File: config.mk
export PLATFORM = sky130hd
export DESIGN_NAME = reset_sequencer
export DESIGN_NICKNAME = d
export VERILOG_FILES = /design/src/rtl/reset_sequencer.sv
export SDC_FILE = /design/constraint.sdc
export NUM_CORES = 1
export LEC_CHECK = 0
export CORE_ASPECT_RATIO = 0.9
export CORE_UTILIZATION = 55
export CTS_BUF_LIST = sky130_fd_sc_hd__clkbuf_4 sky130_fd_sc_hd__clkbuf_8
export DETAILED_ROUTE_END_ITERATION = 8
export PLACE_DENSITY = 0.75
export SYNTH_ARGS = -nofsm -noshare
export SYNTH_HDL_FRONTEND = slang
export SYNTH_SLANG_ARGS = --single-unit
File: constraint.sdc
create_clock -name clk -period 3.1 [get_ports clk]
set_input_delay 0.62 -clock clk [delete_from_list [all_inputs] [get_ports clk]]
set_output_delay 0.62 -clock clk [all_outputs]
set_load 0.01 [all_outputs]
File: src/rtl/reset_sequencer.sv
// Reset sequencer: synchronizes and debounces an external reset request and
// releases NUM_DOMAINS synchronous resets in a staggered order after a hold time.
module reset_sequencer #(
  parameter int unsigned SYNC_STAGES     = 2,
  parameter int unsigned DEBOUNCE_CYCLES = 4,
  parameter int unsigned HOLD_CYCLES     = 8,
  parameter int unsigned NUM_DOMAINS     = 3,
  parameter int unsigned STAGGER_CYCLES  = 2
) (
  input  logic                   clk,
  input  logic                   rst,
  input  logic                   rst_req,
  output logic [NUM_DOMAINS-1:0] rst_out,
  output logic                   busy,
  output logic                   done
);

  localparam int unsigned HOLD_W = $clog2(HOLD_CYCLES + 1);
  localparam int unsigned DEB_W  = $clog2(DEBOUNCE_CYCLES + 1);
  localparam int unsigned STAG_W = $clog2(STAGGER_CYCLES + 1);

  typedef enum logic [1:0] {
    ST_ASSERT,
    ST_HOLD,
    ST_RELEASE,
    ST_IDLE
  } state_e;

  state_e                 state_q, state_d;
  logic [SYNC_STAGES-1:0] sync_q, sync_d;
  logic [HOLD_W-1:0]      hold_cnt_q, hold_cnt_d;
  logic [STAG_W-1:0]      stag_cnt_q, stag_cnt_d;
  logic [DEB_W-1:0]       deb_cnt_q, deb_cnt_d;
  logic [NUM_DOMAINS-1:0] rst_out_q, rst_out_d;
  logic                   busy_q, busy_d;
  logic                   done_q, done_d;

  logic                   req_s;
  logic [NUM_DOMAINS-1:0] rst_shift;

  assign req_s     = sync_q[SYNC_STAGES-1];
  // Releasing the next domain is a left shift of the thermometer code.
  assign rst_shift = rst_out_q << 1;

  always_comb begin
    state_d    = state_q;
    sync_d     = {sync_q[SYNC_STAGES-2:0], rst_req};
    hold_cnt_d = hold_cnt_q;
    stag_cnt_d = stag_cnt_q;
    deb_cnt_d  = deb_cnt_q;
    rst_out_d  = rst_out_q;
    done_d     = 1'b0;

    unique case (state_q)
      ST_ASSERT: begin
        rst_out_d = '1;
        if (!req_s) begin
          state_d    = ST_HOLD;
          hold_cnt_d = '0;
        end
      end

      ST_HOLD: begin
        if (req_s) begin
          state_d    = ST_ASSERT;
          rst_out_d  = '1;
          hold_cnt_d = '0;
          stag_cnt_d = '0;
        end else if (hold_cnt_q == HOLD_W'(HOLD_CYCLES - 1)) begin
          rst_out_d  = rst_shift;
          hold_cnt_d = '0;
          stag_cnt_d = '0;
          if (rst_shift == '0) begin
            state_d   = ST_IDLE;
            done_d    = 1'b1;
            deb_cnt_d = '0;
          end else begin
            state_d = ST_RELEASE;
          end
        end else if (hold_cnt_q != HOLD_W'(HOLD_CYCLES)) begin
          hold_cnt_d = hold_cnt_q + HOLD_W'(1);
        end
      end

      ST_RELEASE: begin
        if (req_s) begin
          state_d    = ST_ASSERT;
          rst_out_d  = '1;
          hold_cnt_d = '0;
          stag_cnt_d = '0;
        end else if (stag_cnt_q == STAG_W'(STAGGER_CYCLES - 1)) begin
          rst_out_d  = rst_shift;
          stag_cnt_d = '0;
          if (rst_shift == '0) begin
            state_d   = ST_IDLE;
            done_d    = 1'b1;
            deb_cnt_d = '0;
          end
        end else if (stag_cnt_q != STAG_W'(STAGGER_CYCLES)) begin
          stag_cnt_d = stag_cnt_q + STAG_W'(1);
        end
      end

      ST_IDLE: begin
        rst_out_d = '0;
        if (!req_s) begin
          deb_cnt_d = '0;
        end else if (deb_cnt_q == DEB_W'(DEBOUNCE_CYCLES - 1)) begin
          state_d   = ST_ASSERT;
          rst_out_d = '1;
          deb_cnt_d = '0;
        end else if (deb_cnt_q != DEB_W'(DEBOUNCE_CYCLES)) begin
          deb_cnt_d = deb_cnt_q + DEB_W'(1);
        end
      end

      default: begin
        state_d   = ST_ASSERT;
        rst_out_d = '1;
      end
    endcase

    busy_d = |rst_out_d;
  end

  always_ff @(posedge clk) begin
    if (rst) begin
      state_q    <= ST_ASSERT;
      sync_q     <= '0;
      hold_cnt_q <= '0;
      stag_cnt_q <= '0;
      deb_cnt_q  <= '0;
      rst_out_q  <= '1;
      busy_q     <= 1'b1;
      done_q     <= 1'b0;
    end else begin
      state_q    <= state_d;
      sync_q     <= sync_d;
      hold_cnt_q <= hold_cnt_d;
      stag_cnt_q <= stag_cnt_d;
      deb_cnt_q  <= deb_cnt_d;
      rst_out_q  <= rst_out_d;
      busy_q     <= busy_d;
      done_q     <= done_d;
    end
  end

  assign rst_out = rst_out_q;
  assign busy    = busy_q;
  assign done    = done_q;

endmodule

# == Word-level counts from Yosys, hierarchy flattened ==
# Index checks and enable logic that the tools add are counted.
# classes
addsub,3
mul,0
div_mod_pow,0
n_lt_le_gt_ge,0
eq_ne,23
n_shift,0
muxes,44
n_bitwise,0
n_reduce_logical,10
# ops
op,n
$mux 3,14
$mux 2,13
$mux 4,5
$ne 2x2->1 const B,9
$ne 4x4->1 const B,4
$ne 3x3->1 const B,4
$pmux 3 s4,1
$pmux 4 s3,1
$reduce_and 6->1,2
$pmux 3 s3,1
$pmux 2 s4,1
$mux 1,6
$reduce_bool 3->1,2
$add 4x1->4 const B,1
$eq 2x1->1 const B,2
$eq 2x2->1 const B,2
$eq 4x3->1 const B,1
$pmux 2 s2,1
$reduce_and 4->1,1
$add 3x1->3 const B,1
$eq 3x2->1 const B,1
$logic_not 3->1,1
$reduce_and 3->1,1
$reduce_or 3->1,1
other kinds (4),4
# word_totals
ff_bits,18
latchBits,0
mem_bits_rw,0
rom_bits,0
input_bits,3
output_inout_bits,5
wordCells,88
memories,0

# == Longest topological paths before layout ==
# Gate-level depths: netlist of run 1.
# logic_depth
word_depth,5
depth_mapped,7
mapped_depth_nobuf,6

# == Least setup slack after synthesis of run 1 ==
# No wires, ideal clock.
# synth_path
path_kind,register -> register
startpoint,reg state_q[0]
endpoint,reg busy_q (netlist: busy)
setup_time_ns,0.127
arrival_time_ns,2.049
required_ns,2.973
path_slack_ns,0.924
path_stages_with_launch,8
n_path_buf,1
synth_period_minus_slack_ns,2.176
path_cell_list,dfxtp_1 inv_1 ha_1 buf_4 o21a_1 or4_4 a221o_1 or3_1
# synth_between
elab_chain_cells,3
elab_cells_between_ends,6
classes_between,eq/ne: 3; mux: 1; reduce/logical: 2
# synth_lines
element,line,source
start: declaration,29,"state_e state_q, state_d;"
start signal: assignment,137,state_q <= state_d;
"$eq 2x2->1, or another cell as far along",54,unique case (state_q)
$pmux 3 s4 (*),54,
$reduce_or 3->1 (*),123,busy_d = |rst_out_d;
end signal: assignment,143,busy_q <= busy_d;
end: declaration,35,"logic busy_q, busy_d;"
# Every way passes the cells marked *; elsewhere a longest branch is shown, timed or not.
# A chain may end at the register's enable or synchronous reset.

# == Worst setup path in the final report of run 1 ==
# layout_path
startpoint,reg state_q[1]
endpoint,reg busy_q (netlist: busy)
# Same word-level chain as after synthesis.

==> results of run 1 <==
==> layout make-up <==
type                       count  area [sq um]
tap                           24          30.0
inverter                       8          30.0
clock buffer                   4          36.3
fill                         154           556
timing repair buffer           8          77.6
multi-input combinational     93           679
sequential                    18           360
==> per-stage QoR <==
step	area, sq um	setup WS, ps	hold WS [ps]
after floorplan	1100	924	414
after global placement	1180	761	423
after detailed placement	1180	759	434
after CTS	1210	819	456
after global routing	1210	695	463
final	1210	817	454
==> metal layers <==
layer / vias to the layer above / global-route usage [%]
li1: 474 / -
met5: - / 0
met1: 423 / 29.5
met3: 5 / 6.19
met4: 0 / 10.6
met2: 30 / 40.8
==> cells in the final DEF, fill, tap and decap left out, drive strengths merged, types with 2 or more instances in the layout <==
cell            n
mux2            3
nand2b          2
inv             8
clkbuf          4
a21oi           6
nor3b           2
dfxtp          18
a211oi          2
nand3b          2
ha             10
nor2b           5
or2b            2
nand2           6
o21ai           6
nor2            7
nor4b           2
a211o           3
and3b           2
clkdlybuf4s50   7
nand3           6
nand4           2
o21bai          3
or4             2
or3             3
==> critical path, stage by stage, from the launching register on <==
cell	delay (ps)
dfxtp_1	420
inv_1	100
ha_1	300
o21a_1	240
or4_4	480
a221o_1	280
or3_1	360
==> final timing paths <==
check | start | to | slack, ps | depth (start not counted)
worst max-delay path | state_q[1] | busy | 820 | 6
worst min-delay path | sync_q[0] | sync_q[1] | 450 | 1
worst max register to register | state_q[1] | busy | 820 | 6
worst min register to register | sync_q[0] | sync_q[1] | 450 | 1
==> state kept, by name, summed over array words and instances (netlist names) <==
signal      flops
sync_q          2
hold_cnt_q      4
busy            1
done            1
deb_cnt_q       3
stag_cnt_q      2
rst_out         3
state_q         2
==> report_power, final <==
part	internal [mW]	total, mW	switching, mW
Sequential	0.258	0.294	0.0361
Clock	0.0717	0.147	0.0749
Combinational	0.135	0.290	0.155
Total	0.465	0.731	0.266
==> cells by family (layout without fill, tap and decap cells) <==
family	Yosys count	after routing	share of synthesized area, %
DFF	18	18	32.7
buffers and inverters	13	20	5.57
muxes	4	4	3.98
adders and majority gates	10	10	11.4
AOI/OAI and AO/OA	32	32	20.3
and+or+nand+nor	47	47	26.0
==> reports/metrics.csv, run 1 <==
stage,metric,value,unit
status,outcome,completed,
synth,ys.flop_type,dfxtp_1,
placed_design,gp_congestion,0.838,
sta,rsz0062_at_grt,false,
sta,hold_violations,0,
power_and_ir_drop,p_total,0.731,mW
clocking,cts_setup_buffers,0,
job,cap_violations,0,
placed_design,dpl.cell_count,151,
clocking,cts_root_buffer,clkbuf_4,
clocking,cts_resized,0,
drt,wl_met1,1.05,mm
synth,synth-edff-count,0,
placed_design,hpwl,1.59,mm
clocking,cts.clk_slew.worst_paths,100,ps
drt,viasPerCell,6.01,
critical_path,crit_fanout,10,
sta,clock_skew,2.37,ps
clocking,clkSinkCount,18,
critical_path,arrival,2480,ps
drt,drt_iter0_drc,22,
synth,yosys-top-cells-count,"dfxtp_1, ha_1, inv_1",
synth,netlist_area,1100,sq um
sta,fin_crit,2280,ps
clocking,htreeDepth,1,
grt,antenna_found_initial,0,
drt,drc,0,
floorplanning,start_util,62.2,%
sta,period_share,73.6,%
finish,drive_gt1_share,7.63,%
drt,met3_wirelength,134,um
hold_path,hold_class,flop to flop,
finish,final_cells,155,
drt,vias,932,
floorplanning,die_y,44.4,um
placed_design,io_buffers,7,
drt,first_pass_iters,4,
sta,slew_violations,0,
synth,synth-seq-cells,18,
finish,areaGrowthSynthToFinish,10.2,%
grt,grt-ovfl-total,0,
grt,grt_pass1_wl,3.89,mm
finish,layout.nets,145,
drt,drt-total-wl,2.19,mm
sta,fmax,438,MHz
drt,ant_nets,0,
synth,ys_types,44,
finish,antennaDiodeCount,0,
clocking,cts_hold_buf,0,
critical_path,cp-start-kind,flop,
floorplanning,die_area,2190,sq um
clocking,clock_latency,300,ps
drt,wl_met2,972,um
clocking,clk_path_buf_depth,2,
floorplanning,die_x,49.2,um
synth,synthTopCellsByArea,"dfxtp_1, ha_1, mux2_2, nor2b_1, a21oi_1",
floorplanning,fp.coreArea,1770,sq um
synth,synth_most_common_cell,dfxtp_1,
critical_path,crit_type,flop to flop,
critical_path,worstSetupEndpointType,flop,
synth,synth_top_area_share,32.7,%
sta,tns,0,ps
floorplanning,num_rows,14,
grt,grt_max_degree,18,
floorplanning,ios,8,
power_and_ir_drop,peakVddDrop,0.000338,V
sta,max_slew_margin,54.6,%
critical_path,required,3300,ps
synth,ys_seq_area_share,32.7,%
sta,setup_violations,0,
power_and_ir_drop,powerDensity,602,nW/um^2
grt,grt_pass1_vias,849,
clocking,cts_tree,yes,
synth,async_reset_ff_share,0,%
finish,postLayoutCoreUtil,68.6,%
synth,avgSynthCellArea,8.88,sq um
drt,wl_per_cell,14.1,um
clocking,cts_buffers,3,
synth,syn_inst,124,
power_and_ir_drop,p_leak,0.478,nW
drt,top_layer_used,met4,
synth,yosysWarnings,0,
sta,worstMarginPinSlew,676,ps
grt,track_usage,24.2,%
synth,synthesis.nets,137,
synth,yosysTopAreaCell,dfxtp_1,
Note: power is estimated with default switching activity, not from simulation.
==> inputs of run 2 (changes only) <==
- clock period: 3.1 -> 2.3 ns (I/O delays scaled with it)
==> reports/metrics.csv, run 2 (synthesized netlist as in run 1, its figures left out) <==
stage,metric,value,unit
status,outcome,completed,
hold_path,hold_class,flop to flop,
sta,max_slew_margin,68.5,%
grt,grt-ovfl-total,0,
critical_path,cp-start-kind,flop,
finish,most-common-layout-cells,"dfxtp_1, ha_1, inv_1",
sta,whs,451,ps
sta,worstMarginPinSlew,472,ps
finish,antennaDiodeCount,0,
finish,layout.nets,149,
drt,wl_per_cell,13.9,um
grt,grt_max_degree,18,
critical_path,timing.rr.end,busy,
drt,vias,922,
drt,drt_iter0_drc,20,
sta,clock_skew,7.10,ps
clocking,cts_hold_buf,0,
grt,antenna_found_initial,0,
floorplanning,fp.coreArea,1770,sq um
sta,fmax,461,MHz
clocking,cts_setup_buffers,0,
clocking,cts.clk_slew.worst_paths,100,ps
floorplanning,die_area,2190,sq um
finish,final_cells,158,
drt,drc,0,
placed_design,place_ws,85.2,ps
critical_path,ff2ff_setup_slack,130,ps
finish,regMostFlops,hold_cnt_q,
sta,tns,0,ps
floorplanning,die_y,44.4,um
grt,grt_pass1_wl,3.76,mm
power_and_ir_drop,p_leak,0.490,nW
sta,period_share,94.3,%
placed_design,place_area,1210,sq um
floorplanning,start_util,62.2,%
placed_design,io_buffers,7,
placed_design,hpwl,1.64,mm
sta,rsz0062_at_grt,false,
critical_path,required,2480,ps
finish,fillCellCount,149,
placed_design,dpl.cell_count,155,
hold_path,holdPathStages,1,
sta,fin_crit,2170,ps
clocking,clk_path_buf_depth,2,
critical_path,arrival,2350,ps
placed_design,gp_congestion,0.861,
critical_path,crit_type,flop to flop,
finish,largest_register_ffs,4,
grt,track_usage,22.6,%
critical_path,regToRegStartpoint,state_q[1],
clocking,cts_root_buffer,clkbuf_4,
drt,drt-total-wl,2.19,mm
finish,areaGrowthSynthToFinish,11.8,%
floorplanning,ios,8,
finish,finalInstanceArea,1230,sq um
drt,viasPerCell,5.84,
floorplanning,die_x,49.2,um
power_and_ir_drop,peakVddDrop,0.000422,V
critical_path,crit_fanout,5,
hold_path,min_from,sync_q[0],
finish,postLayoutCoreUtil,69.6,%
finish,drive_gt1_share,10.4,%
clocking,clkSinkCount,18,
power_and_ir_drop,p_total,0.959,mW
critical_path,worstSetupEndpointType,flop,
sta,setup_violations,0,
sta,fin_ws,132,ps
grt,grt_pass1_vias,853,
clocking,clock_latency,290,ps
job,cap_violations,0,
hold_path,hold_end,sync_q[1],
clocking,cts_buffers,3,
clocking,htreeDepth,1,
finish,layout_commonest_cell,dfxtp_1,
critical_path,r2r_cells,6,
clocking,cts_tree,yes,
drt,ant_nets,0,
power_and_ir_drop,powerDensity,779,nW/um^2
sta,hold_violations,0,
floorplanning,num_rows,14,
sta,slew_violations,0,
drt,first_pass_iters,4,
-- run 2: cell types whose count changed in the layout (fill, tap and decap cells not counted), sizes merged --
cell	change
buf	+4
clkbuf	-1
-- run 2: area by class of cell --
cell class / instances / area (sq um) / area share [%]
repair buffers: 12 / 108 / 8.74
clock buffers: 3 / 22.5 / 1.83
well taps: 24 / 30.0 / 2.44
multi-input cells: 93 / 679 / 55.2
flip-flops and latches: 18 / 362 / 29.4
inverters: 8 / 30.0 / 2.44
-- run 2: where the power goes --
group | switching [mW] | total [mW] | internal, mW
Sequential | 0.0476 | 0.397 | 0.350
Combinational | 0.210 | 0.407 | 0.197
Clock | 0.0935 | 0.154 | 0.0608
Total | 0.351 | 0.959 | 0.608
-- run 2: worst max-delay path by stage --
| stage | end | depth (start not counted) | startpoint | slack (ps) |
|---|---|---|---|---|
| detailed placement | busy | 4 | rst | 90 |
| floorplan | busy | 7 | state_q[0] | 120 |
| global route | busy | 6 | state_q[1] | 4 |
| global placement | busy | 4 | rst | 120 |
| CTS | busy | 6 | state_q[0] | 120 |
| finish | busy | 6 | state_q[1] | 130 |
-- run 2: routing by layer --
| metal | GRT usage (%) | share of wire, % |
|---|---|---|
| met1 | 29.9 | 52 |
| met2 | 38.4 | 45 |
| met3 | 2.06 | 2.4 |
| met4 | 8.82 | 0.59 |
| met5 | 0 | 0 |
-- run 2: what timing repair did --
item                                    in CTS  in global routing
endpoints found under the setup margin       0                  1
endpoints found under the hold margin        0                  0
resized for setup                            0                  1
-- run 2: worst max-delay path, cell delays in order, from the launching register on --
cell and delay [ps]:
dfxtp_1 410, inv_1 100, ha_1 200, o21a_1 210
or4_4 490, a221o_1 290, or3_1 360
